### config.mk
export PLATFORM = sky130hd
export DESIGN_NAME = rep_code_tx
export DESIGN_NICKNAME = d
export VERILOG_FILES = /design/src/rtl/rep_code_tx.sv
export SDC_FILE = /design/constraint.sdc
export NUM_CORES = 1
export LEC_CHECK = 0
export CAP_MARGIN = 20
export CORE_UTILIZATION = 52
export DETAILED_ROUTE_END_ITERATION = 12
export PLACE_DENSITY = 0.86
export SLEW_MARGIN = 20
export SYNTH_ARGS = -nofsm -noshare
export SYNTH_HDL_FRONTEND = slang
export SYNTH_SLANG_ARGS = --single-unit
export TNS_END_PERCENT = 5
### constraint.sdc
create_clock -name clk -period 2.07 [get_ports clk]
set_input_delay 0.207 -clock clk [delete_from_list [all_inputs] [get_ports clk]]
set_output_delay 0.207 -clock clk [all_outputs]
set_load 0.03 [all_outputs]
### src/rtl/rep_code_tx.sv
// Repetition-coded serial transmitter: start bit, DW data bits LSB first, stop bit,
// with every bit held on tx_o for REP chips so a REP-input majority voter can recover it.
module rep_code_tx #(
    parameter int DW  = 8,
    parameter int REP = 5
) (
    input  logic          clk,
    input  logic          rst_n,
    input  logic          in_valid,
    input  logic [DW-1:0] in_data,
    output logic          in_ready,
    output logic          tx_o,
    output logic          busy_o,
    output logic          done_o
);

    localparam int CHIP_W = $clog2(REP);
    localparam int BIT_W  = (DW > 1) ? $clog2(DW) : 1;
    localparam logic [CHIP_W-1:0] CHIP_LAST = CHIP_W'(REP - 1);
    localparam logic [BIT_W-1:0]  BIT_LAST  = BIT_W'(DW - 1);

    typedef enum logic [1:0] {
        IDLE,
        START,
        DATA,
        STOP
    } state_e;

    state_e            state_q;
    logic [CHIP_W-1:0] chip_cnt_q;
    logic [BIT_W-1:0]  bit_cnt_q;
    logic [DW-1:0]     shreg_q;
    logic [DW-1:0]     shreg_d;
    logic              tx_q;
    logic              done_q;
    logic              chip_last;

    assign chip_last = (chip_cnt_q == CHIP_LAST);
    assign shreg_d   = shreg_q >> 1;

    // NOTE: all state below is updated with non-blocking assignments so every
    // register samples pre-edge values regardless of statement order.
    always_ff @(posedge clk) begin
        if (!rst_n) begin
            state_q    <= IDLE;
            chip_cnt_q <= '0;
            bit_cnt_q  <= '0;
            // NOTE: the shift register is cleared on reset too; it is a plain
            // register, not a memory, so resetting it costs nothing and keeps it defined.
            shreg_q    <= '0;
            tx_q       <= 1'b1;
            done_q     <= 1'b0;
        end else begin
            done_q <= 1'b0;
            case (state_q)
                IDLE: begin
                    if (in_valid) begin
                        shreg_q    <= in_data;
                        chip_cnt_q <= '0;
                        bit_cnt_q  <= '0;
                        tx_q       <= 1'b0;
                        state_q    <= START;
                    end
                end

                START: begin
                    if (chip_last) begin
                        chip_cnt_q <= '0;
                        tx_q       <= shreg_q[0];
                        state_q    <= DATA;
                    end else begin
                        chip_cnt_q <= chip_cnt_q + 1'b1;
                    end
                end

                DATA: begin
                    if (chip_last) begin
                        chip_cnt_q <= '0;
                        if (bit_cnt_q == BIT_LAST) begin
                            tx_q    <= 1'b1;
                            state_q <= STOP;
                        end else begin
                            // tx_q loads the next bit from the shifted value so the
                            // new data chip starts right on the bit boundary.
                            shreg_q   <= shreg_d;
                            bit_cnt_q <= bit_cnt_q + 1'b1;
                            tx_q      <= shreg_d[0];
                        end
                    end else begin
                        chip_cnt_q <= chip_cnt_q + 1'b1;
                    end
                end

                STOP: begin
                    if (chip_last) begin
                        chip_cnt_q <= '0;
                        tx_q       <= 1'b1;
                        done_q     <= 1'b1;
                        state_q    <= IDLE;
                    end else begin
                        chip_cnt_q <= chip_cnt_q + 1'b1;
                    end
                end

                default: begin
                    tx_q    <= 1'b1;
                    state_q <= IDLE;
                end
            endcase
        end
    end

    assign in_ready = (state_q == IDLE);
    assign busy_o   = (state_q != IDLE);
    assign tx_o     = tx_q;
    assign done_o   = done_q;

endmodule

==> results.yml <==
critical_path:
  reg2regPathDepth: 6
  r2r-start: "state_q[0]$_SDFFE_PN0P_"
  crit_fanout: 9
  required_ps: 1860
  startpoint_type: "flip-flop"
  r2r_slack_ps: 300
  end_kind: "primary output"
  critical_path_class: "reg -> out"
  cp.arrival_ps: 1600
  regToRegEndpoint: "shreg_q[3]$_SDFFE_PN0P_"
place:
  place_congestion: 0.796
  io_buffers: 14
  numPlacedInstances: 145
  place_hpwl_um: 1270
  placed_cell_area_sq_mm: 0.00117
yosys:
  async_flop_share_pct: 0
  synth-edff-count: 0
  postSynthCellCount: 108
  synth_flop_cell: "dfxtp_1"
  seq_area_frac_synth_pct: 36.0
  synth_top_area_cell: "dfxtp_1"
  yosys_warnings: 0
  syn_nets: 127
  synth_top_area_share_pct: 36.0
  yosysUniqueCellTypes: 31
  yosys_register_bits: 18
  synth_most_common_cell: "nand2_1"
  synthTopCellsByArea: "dfxtp_1 36%, mux2i_1 12%, ha_1 10%"
  syn_area_sq_mm: 0.00100
  synth_area_per_cell_sq_um: 9.27
  synth.top_cells.by_count: "23 x nand2_1, 18 x dfxtp_1, 12 x mux2i_1"
power_and_ir_drop:
  p_leak_nw: 0.524
  power.density_mw_per_mm2: 1340
  p_comb_share_pct: 53.2
  p_sw_share_pct: 39.2
  vdd_drop_max_mv: 0.853
  power_switching_mw: 0.631
  clockPowerShare_pct: 13.4
  internal_power_mw: 0.979
  p_seq_share_pct: 33.4
final_layout:
  antennaDiodeCount: 0
  final_nets: 144
  area_delta_synth_final_pct: 20.4
  layoutNonFillerInstCount: 149
  fin_util_pct: 68.3
  drive_gt1_share_pct: 12.9
  finalInstanceArea_sq_mm: 0.00120
clock_network:
  cts_htree_levels: 1
  ctsHoldBuffers: 0
  clk_path_buf_depth: 2
  cts_root_buf: "clkbuf_4"
  cts_sinks: 18
  clkTransAtPathRegs_ps: 100
  cts-buffers-inserted: 3
  cts_tree: "yes"
  clk_latency_ps: 300
routing:
  avgRoutedWirePerCell_um: 11.6
  detail-route-antenna-nets: 0
  vias: 791
  dr.pass1.iters: 4
  wl_um: 1720
  drcViolationCount: 0
  avgViaCountPerCell: 5.31
  drt_iter0_drc: 8
sta:
  timing.fmax_mhz: 555
  worst_pin_slew_ps: 371
  timing.final.crit_share_pct: 87.1
  fin_crit_ps: 1800
  final_hold_viol_count: 0
  skew_ps: 0.810
  setup_viol: 0
  rsz0062_at_grt: "no"
  maxSlewViolCount: 0
  max_slew_margin_pct: 75.1
  fin_setup_tns_ps: 0
  hold-worst-slack_ps: 464
floorplanning:
  rows: 15
  fp.dieH_um: 45.9
  initial_core_util_pct: 56.7
  die_area_sq_mm: 0.00210
  die_width_um: 45.9
  pin_count: 15
  core-area_sq_mm: 0.00176
grt:
  overflow: 0
  grt_max_degree: 22
  antenna_found_initial: 0
  grt_first_pass_wirelength_um: 3060
  grt_pass1_vias: 736
  grt_use_total_pct: 20.9
min_path:
  holdPathStages: 2
  hold_class: "reg -> reg"
  hp-start: "shreg_q[2]$_SDFFE_PN0P_"
  holdPathEnd: "shreg_q[2]$_SDFFE_PN0P_"
outcome:
  status: "complete, no violations"
job:
  maxCapViolCount: 0
[timing repair]
action | in CTS | in global routing
setup endpoints to repair | 1 | 1
buffers inserted | 0 | 0
resized for setup | 1 | 1
[power groups by stage]
stage,sequential [mW],combinational [mW],clock (mW)
2_1_floorplan,0.542,0.677,0
3_3_place_gp,0.537,0.846,0
3_5_place_dp,0.546,0.872,0
4_1_cts,0.539,0.863,0.224
5_1_grt,0.555,0.937,0.240
6_report,0.538,0.856,0.216
[critical path, cell delays in order, from the launching register on]
cell and delay [ps]:
dfxtp_1 400, inv_1 80, ha_1 300, inv_1 120
dlygate4sd2_1 400
[flip-flops by register name, indices dropped and copies added, names as in the netlist]
signal      cells
tx_o            1
state_q         2
chip_cnt_q      3
shreg_q         8
bit_cnt_q       3
done_o          1
[worst max-delay path by stage]
stage,endpoint,from,slack (ps)
after floorplan,tx_o$_SDFFE_PN1P_,state_q[0]$_SDFFE_PN0P_,340
after global placement,busy_o,state_q[0]$_SDFFE_PN0P_,380
after detailed placement,shreg_q[3]$_SDFFE_PN0P_,state_q[0]$_SDFFE_PN0P_,320
after CTS,in_ready,state_q[0]$_SDFFE_PN0P_,70
after global routing,busy_o,state_q[0]$_SDFFE_PN0P_,130
final,busy_o,state_q[0]$_SDFFE_PN0P_,270
[metal layers]
layer	global-route usage [%]	share of wire, %	up-vias
met5	0	0	-
li1	-	-	410
met4	10.6	2.6	0
met2	34.4	48	23
met1	24.5	45	354
met3	5.95	4.3	4
[layout by cell type, fill, tap and decap left out, types with 2 or more instances in the layout]
cell / count
clkdlybuf4s50_1: 12
nor2b_1: 2
mux2_2: 7
nand3b_1: 3
mux2i_1: 12
nor2_1: 4
o21ai_0: 2
buf_4: 3
ha_1: 8
clkbuf_4: 3
nand3_1: 2
dfxtp_1: 18
nand2_1: 23
inv_1: 5
[layout make-up]
class / count / area [sq um]
multi-input cells: 80 / 594
clock buffers: 4 / 36.3
inverters: 5 / 18.8
repair buffers: 17 / 164
flip-flops and latches: 18 / 360
fillers: 150 / 559
well taps: 25 / 31.3
[metrics by stage]
step           total power [mW]  setup WS (ps)
4_1_cts                    1.63           66.2
5_1_grt                    1.73            133
3_3_place_gp               1.38            383
2_1_floorplan              1.22            342
3_5_place_dp               1.42            316
6_report                   1.61            267
[cells by family after synthesis]
kind of cell / share of synthesized area, %
adders and majority gates: 10.0
and+or+nand+nor: 19.5
DFF: 36.0
AOI/OAI and AO/OA: 10.0
muxes: 19.9
buffers and inverters: 4.62
Note: power is estimated with default switching activity, not from simulation.
